<file path="config.mk">
export PLATFORM = sky130hd
export DESIGN_NAME = calc_ctrl
export DESIGN_NICKNAME = d
export VERILOG_FILES = /design/src/rtl/calc_ctrl_pkg.sv /design/src/rtl/calc_ctrl_bin2bcd.sv /design/src/rtl/calc_ctrl.sv
export SDC_FILE = /design/constraint.sdc
export NUM_CORES = 1
export LEC_CHECK = 0
export CAP_MARGIN = 20
export CORE_ASPECT_RATIO = 1.75
export CORE_UTILIZATION = 65
export CTS_CLUSTER_DIAMETER = 150
export CTS_CLUSTER_SIZE = 28
export DETAILED_ROUTE_END_ITERATION = 7
export GPL_TIMING_DRIVEN = 1
export PLACE_DENSITY = 0.83
export SLEW_MARGIN = 10
export SYNTH_ARGS = -nofsm -noshare
export SYNTH_HDL_FRONTEND = slang
export SYNTH_SLANG_ARGS = --single-unit
export TNS_END_PERCENT = 1
</file>
<file path="constraint.sdc">
create_clock -name Clk -period 10.2 [get_ports Clk]
set_input_delay 2.55 -clock Clk [delete_from_list [all_inputs] [get_ports Clk]]
set_output_delay 2.55 -clock Clk [all_outputs]
set_load 0.01 [all_outputs]
</file>
<file path="src/rtl/calc_ctrl_pkg.sv">
// Shared constants and types for the four-digit calculator controller.
package calc_ctrl_pkg;

  localparam logic [3:0] KEY_ADD = 4'hA;
  localparam logic [3:0] KEY_SUB = 4'hB;
  localparam logic [3:0] KEY_MUL = 4'hC;
  localparam logic [3:0] KEY_EQ  = 4'hD;
  localparam logic [3:0] KEY_CLR = 4'hE;
  localparam logic [3:0] KEY_NOP = 4'hF;

  localparam int          MAXVAL  = 9999;
  localparam logic [15:0] ERR_PAT = 16'hEEEE;

  typedef enum logic [1:0] {OP_NONE, OP_ADD, OP_SUB, OP_MUL} op_t;

  typedef enum logic [2:0] {
    ENTRY_A, ENTRY_OP, ENTRY_B, CALC, CONV, SHOW, ERROR
  } state_t;

  function automatic op_t key2op(input logic [3:0] k);
    case (k)
      KEY_ADD: return OP_ADD;
      KEY_SUB: return OP_SUB;
      KEY_MUL: return OP_MUL;
      default: return OP_NONE;
    endcase
  endfunction

endpackage

</file>
<file path="src/rtl/calc_ctrl_bin2bcd.sv">
// Sequential double-dabble: one bit per cycle, done pulses the cycle after the last shift.
module bin2bcd #(
  parameter int W = 14
) (
  input  logic         Clk,
  input  logic         Rst,
  input  logic         abort,
  input  logic         start,
  input  logic [W-1:0] bin,
  output logic [15:0]  bcd,
  output logic         done
);
  logic [W-1:0] sh;
  logic [15:0]  acc, adj;
  logic [3:0]   cnt;
  logic         run;

  always_comb begin
    adj = acc;
    for (int i = 0; i < 4; i++)
      if (acc[4*i +: 4] >= 4'd5) adj[4*i +: 4] = acc[4*i +: 4] + 4'd3;
  end

  always_ff @(posedge Clk) begin
    if (Rst || abort) begin
      sh   <= '0;
      acc  <= '0;
      cnt  <= '0;
      run  <= 1'b0;
      done <= 1'b0;
      bcd  <= '0;
    end else begin
      done <= 1'b0;
      if (start) begin
        sh  <= bin;
        acc <= '0;
        cnt <= '0;
        run <= 1'b1;
      end else if (run) begin
        acc <= {adj[14:0], sh[W-1]};
        sh  <= sh << 1;
        cnt <= cnt + 4'd1;
        if (cnt == 4'(W-1)) begin
          run  <= 1'b0;
          done <= 1'b1;
          bcd  <= {adj[14:0], sh[W-1]};
        end
      end
    end
  end

endmodule

</file>
<file path="src/rtl/calc_ctrl.sv">
// Keypad calculator controller: operand entry, add/sub/shift-add mul, BCD display.
module calc_ctrl
  import calc_ctrl_pkg::*;
#(
  parameter int OPW = 14
) (
  input  logic        Clk,
  input  logic        Rst,
  input  logic        key_valid,
  input  logic [3:0]  key_code,
  output logic [15:0] disp_data,
  output logic [1:0]  op_code,
  output logic        busy,
  output logic        err,
  output logic        result_valid
);
  state_t             state, state_n;
  op_t                op, op_n;
  logic [OPW-1:0]     a_bin, a_bin_n, b_bin, b_bin_n, dig_bin;
  logic [15:0]        a_bcd, a_bcd_n, b_bcd, b_bcd_n, disp_n, conv_bcd;
  logic [2*OPW-1:0]   acc, acc_n, res, mul_term;
  logic [3:0]         cnt, cnt_n;
  logic               rv_n, conv_start, conv_done, calc_last, calc_err;
  logic               k_dig, k_op, k_eq, k_clr;

  assign k_dig   = key_valid && (key_code <= 4'd9);
  assign k_op    = key_valid && (key_code inside {KEY_ADD, KEY_SUB, KEY_MUL});
  assign k_eq    = key_valid && (key_code == KEY_EQ);
  assign k_clr   = key_valid && (key_code == KEY_CLR);
  assign dig_bin = OPW'(key_code);

  // Multiply adds A<<i for each set bit i of B, one bit per CALC cycle.
  always_comb begin
    mul_term = b_bin[cnt] ? ((2*OPW)'(a_bin) << cnt) : '0;
    case (op)
      OP_ADD:  res = (2*OPW)'(a_bin) + (2*OPW)'(b_bin);
      OP_SUB:  res = (2*OPW)'(a_bin) - (2*OPW)'(b_bin);
      OP_MUL:  res = acc + mul_term;
      default: res = '0;
    endcase
    calc_last = (op != OP_MUL) || (cnt == 4'(OPW-1));
    calc_err  = (res > (2*OPW)'(MAXVAL)) || (op == OP_SUB && a_bin < b_bin);
  end

  always_comb begin
    state_n    = state;
    op_n       = op;
    a_bin_n    = a_bin;
    a_bcd_n    = a_bcd;
    b_bin_n    = b_bin;
    b_bcd_n    = b_bcd;
    disp_n     = disp_data;
    acc_n      = acc;
    cnt_n      = cnt;
    rv_n       = 1'b0;
    conv_start = 1'b0;
    if (k_clr) begin
      state_n = ENTRY_A;
      op_n    = OP_NONE;
      a_bin_n = '0;
      a_bcd_n = '0;
      b_bin_n = '0;
      b_bcd_n = '0;
      disp_n  = '0;
      acc_n   = '0;
      cnt_n   = '0;
    end else begin
      case (state)
        ENTRY_A: begin
          if (k_dig && a_bin < OPW'(1000)) begin
            a_bin_n = OPW'(a_bin * OPW'(10)) + dig_bin;
            a_bcd_n = {a_bcd[11:0], key_code};
            disp_n  = {a_bcd[11:0], key_code};
          end else if (k_op) begin
            op_n    = key2op(key_code);
            state_n = ENTRY_OP;
          end
        end
        ENTRY_OP: begin
          if (k_op) op_n = key2op(key_code);
          else if (k_dig) begin
            b_bin_n = dig_bin;
            b_bcd_n = {12'd0, key_code};
            disp_n  = {12'd0, key_code};
            state_n = ENTRY_B;
          end
        end
        ENTRY_B: begin
          if (k_dig && b_bin < OPW'(1000)) begin
            b_bin_n = OPW'(b_bin * OPW'(10)) + dig_bin;
            b_bcd_n = {b_bcd[11:0], key_code};
            disp_n  = {b_bcd[11:0], key_code};
          end else if (k_eq) begin
            acc_n   = '0;
            cnt_n   = '0;
            state_n = CALC;
          end
        end
        CALC: begin
          acc_n = res;
          cnt_n = cnt + 4'd1;
          if (calc_last) begin
            if (calc_err) begin
              disp_n  = ERR_PAT;
              op_n    = OP_NONE;
              state_n = ERROR;
            end else begin
              conv_start = 1'b1;
              state_n    = CONV;
            end
          end
        end
        CONV: begin
          if (conv_done) begin
            disp_n  = conv_bcd;
            rv_n    = 1'b1;
            op_n    = OP_NONE;
            state_n = SHOW;
          end
        end
        SHOW: begin
          if (k_op) begin
            a_bin_n = acc[OPW-1:0];
            a_bcd_n = disp_data;
            op_n    = key2op(key_code);
            state_n = ENTRY_OP;
          end else if (k_dig) begin
            a_bin_n = dig_bin;
            a_bcd_n = {12'd0, key_code};
            disp_n  = {12'd0, key_code};
            state_n = ENTRY_A;
          end
        end
        default: ;
      endcase
    end
  end

  always_ff @(posedge Clk) begin
    if (Rst) begin
      state        <= ENTRY_A;
      op           <= OP_NONE;
      a_bin        <= '0;
      a_bcd        <= '0;
      b_bin        <= '0;
      b_bcd        <= '0;
      disp_data    <= '0;
      acc          <= '0;
      cnt          <= '0;
      result_valid <= 1'b0;
    end else begin
      state        <= state_n;
      op           <= op_n;
      a_bin        <= a_bin_n;
      a_bcd        <= a_bcd_n;
      b_bin        <= b_bin_n;
      b_bcd        <= b_bcd_n;
      disp_data    <= disp_n;
      acc          <= acc_n;
      cnt          <= cnt_n;
      result_valid <= rv_n;
    end
  end

  assign busy    = (state == CALC) || (state == CONV);
  assign err     = (state == ERROR);
  assign op_code = (state inside {ENTRY_OP, ENTRY_B, CALC, CONV}) ? op : OP_NONE;

  bin2bcd #(.W(OPW)) u_conv (
    .Clk   (Clk),
    .Rst   (Rst),
    .abort (k_clr),
    .start (conv_start),
    .bin   (res[OPW-1:0]),
    .bcd   (conv_bcd),
    .done  (conv_done)
  );

endmodule

</file>
==> impl_metrics.py <==
metrics = {
    "outcome": {
        "outcome": "completed",
    },
    "worst_setup_path": {
        "arrival_ns": 6.94,
        "path_cells": "inv_1 > nor2_1 > a22o_1 > nand2_1 > and2_1 > a211oi_1 > ha_1 > a21oi_1 > o21a_1 > nor3b_1 > a31oi_1 > nor2_1 > xor2_1 > nor2_1 > or4b_4 > or3_1 > buf_4 > nand2_1 > a211oi_1",
        "slowest_delay_ns": 1.02,
        "r2r_end": "u_conv.acc[4]",
        "critPathSlowestCell": "dfxtp_1",
        "path_class": "reg2reg",
        "r2r_slack_ns": 3.52,
        "crit_path_max_fanout": 43,
        "critical_path_required_ns": 10.46,
        "crit_top_cell": "nor2_1",
        "timing.rr.start": "cnt[1]",
        "endpoint_kind": "register",
        "reg2regPathDepth": 19,
        "cp-start-kind": "register",
    },
    "synthesis": {
        "synthArstFlopShare_pct": 0,
        "synthTopCellsByCount": "222 x nor2_1, 166 x a21oi_1, 157 x dfxtp_1",
        "synth_nets": 1776,
        "synth_area_mm2": 0.01284,
        "syn_area_per_cell_um2": 7.778,
        "synth_area_leaders": "dfxtp_1 24%, ha_1 11%, nor2_1 6.5%",
        "ys_seq_elements": 157,
        "synth_largest_area_cell": "dfxtp_1",
        "synth_edf_count": 0,
        "syn_inst": 1651,
        "synth_top_area_share_pct": 24.48,
        "ys.flop_type": "dfxtp_1",
        "synthDistinctLibCells": 86,
        "ys_warn_count": 0,
        "synthMostInstantiatedCell": "nor2_1",
        "seq_area_frac_synth_pct": 24.48,
    },
    "clock_tree": {
        "cts_resized": 0,
        "cts_htree_levels": 4,
        "cts_tree": "done",
        "clock-root-buffer": "clkbuf_16",
        "post_cts_buffers": 0,
        "postCtsHoldBufs": 0,
        "clockBufferDepth": 2,
        "numCtsBuffers": 17,
        "clkLatencyLatePin_ns": 0.43,
        "clk_pin_slew_ns": 0.06,
        "cts_sinks": 157,
    },
    "drt": {
        "vias": 12840,
        "ant_nets": 0,
        "routed_wl_um": 43480,
        "wl_per_cell_um": 23.31,
        "drcViolationCount": 0,
        "initialDrtViolationCount": 1210,
        "via_per_inst": 6.882,
        "firstDrtPassIters": 6,
    },
    "timing": {
        "fin_crit_ns": 6.682,
        "tightestPinTransition_ns": 1.079,
        "setup_viol": 0,
        "rsz0062_at_grt": "false",
        "fmax_ghz": 0.1497,
        "hold_viol": 0,
        "max_slew_margin_pct": 27.98,
        "final.setup.worst_slack_ns": 3.518,
        "slew_violations": 0,
        "skew_ns": 0.008776,
        "setup_tns_ns": 0,
        "post-route-period-util_pct": 65.51,
    },
    "pwr": {
        "powerDensity_mw_per_mm2": 188.2,
        "p_comb_share_pct": 44.6,
        "cellLeakagePower_nw": 5.211,
        "p_int_mw": 1.488,
        "pwr-share-seq_pct": 30.4,
        "power_switching_mw": 1.096,
        "ir_worst_vdd_mv": 0.2080,
        "switching_share_pct": 42.40,
        "clkPwrFrac_pct": 25.0,
    },
    "global_route": {
        "grt_pass1_wl_um": 67340,
        "grt_max_degree": 77,
        "overflow": 0,
        "grt_usage_pct": 43.68,
        "grt_pass1_vias": 12530,
        "antenna_found_initial": 0,
    },
    "cells_and_area": {
        "area_growth_pct": 6.879,
        "drive_above_1_share_pct": 7.328,
        "diodes": 0,
        "nNetsFinal": 1737,
        "fill_cells": 1572,
    },
    "die": {
        "rows": 67,
        "die_x_um": 108.3,
        "start_util_pct": 66.60,
        "die_h_um": 187.9,
        "ios": 28,
        "core_area_mm2": 0.01928,
        "die-area_mm2": 0.02034,
    },
    "placement": {
        "place_worst_setup_slack_ns": 3.708,
        "hpwl_um": 31810,
        "numPortBuffers": 27,
        "gp_congestion": 1.025,
    },
    "run": {
        "maxCapViolations": 0,
    },
    "worst_hold_path": {
        "holdPathEnd": "acc[24]",
        "min_path_type": "reg2reg",
        "hold-path-cell-count": 2,
        "hp-start": "acc[24]",
    },
}
==> stage by stage <==
step,utilization (%),std cells,power [mW],instance area (um^2),hold slack (ns)
6_report,71.18,1865,2.583,13720,0.4669
5_1_grt,71.18,1865,2.689,13720,0.4844
4_1_cts,71.04,1862,2.537,13700,0.4674
3_5_place_dp,67.98,1831,1.896,13110,0.4588
3_3_place_gp,67.92,1830,1.869,13100,0.4470
2_1_floorplan,-,1651,1.554,12840,0.4362
==> area by class of cell <==
class                   instances  area (um^2)  share of cell area (%)
multi-input cells            1322         9011                   65.66
flip-flops and latches        157         3144                   22.91
clock buffers                  20        456.7                   3.328
repair buffers                 46        421.7                   3.072
well taps                     241        301.5                   2.197
inverters                      68        255.2                   1.860
clock inverters                11        133.9                  0.9755
==> state kept, by name, indices dropped and copies added (netlist names), 12 cells and up <==
| register | count |
|---|---|
| a_bcd | 12 |
| a_bin | 14 |
| acc | 28 |
| b_bin | 14 |
| disp_data | 16 |
| u_conv.acc | 16 |
| u_conv.bcd | 16 |
| u_conv.sh | 14 |
==> power by group through the flow <==
stage	combinational (mW)	sequential [mW]	clock, mW
global placement	1.08	0.790	0
finish	1.15	0.785	0.646
floorplan	0.810	0.745	0
global route	1.23	0.792	0.670
CTS	1.11	0.778	0.644
detailed placement	1.11	0.791	0
==> worst max-delay path by stage <==
stage | startpoint | end | slack (ns) | depth (start not counted)
3_5_place_dp | cnt[1] | u_conv.acc[4] | 3.71 | 19
4_1_cts | cnt[1] | u_conv.cnt[1] | 3.67 | 19
2_1_floorplan | cnt[0] | u_conv.sh[0] | 4.98 | 23
6_report | cnt[1] | u_conv.acc[4] | 3.52 | 19
3_3_place_gp | cnt[1] | u_conv.cnt[1] | 3.65 | 19
5_1_grt | cnt[1] | u_conv.acc[4] | 3.10 | 19
==> worst max-delay path: cells and delay by family, from the launching register on <==
kind                     cells  cell delay, ns
AND/OR/NAND/NOR              9            3.02
flip-flops                   1            1.02
AO/OA/AOI/OAI                6            1.26
XOR/XNOR                     1            0.16
adder cells (fa/ha/maj)      1            0.39
buffers and inverters        2            0.60
==> layout by cell type (no fill, tap or decap), drive strengths merged, types with 17 or more instances in the layout <==
cell	instances
nand2	122
a31oi	17
nor3	34
nor2b	22
a21oi	168
dfxtp	157
nor2	223
inv	70
clkdlybuf4s50	27
xnor2	55
ha	111
clkbuf	20
a22oi	37
a211oi	54
xor2	27
mux2i	55
buf	19
nand3	42
o21ai	93
==> layer usage <==
| metal | share of wire [%] | vias to the layer above | GRT usage (%) |
|---|---|---|---|
| met3 | 8.1 | 253 | 8.933 |
| li1 | - | 5908 | - |
| met1 | 34 | 5977 | 45.95 |
| met5 | 0 | - | 0 |
| met4 | 9.7 | 0 | 36.90 |
| met2 | 48 | 697 | 73.03 |
==> cells by family after synthesis <==
| group | after synthesis | share of synthesized area [%] |
|---|---|---|
| AOI/OAI and AO/OA | 511 | 26.88 |
| xor gates and xnor gates | 82 | 5.593 |
| adders and majority gates | 118 | 11.91 |
| buffers and inverters | 172 | 5.573 |
| DFF | 157 | 24.48 |
| muxes | 71 | 6.392 |
| and+or+nand+nor | 540 | 19.18 |
No activity file was read; power rests on OpenSTA's default activity.
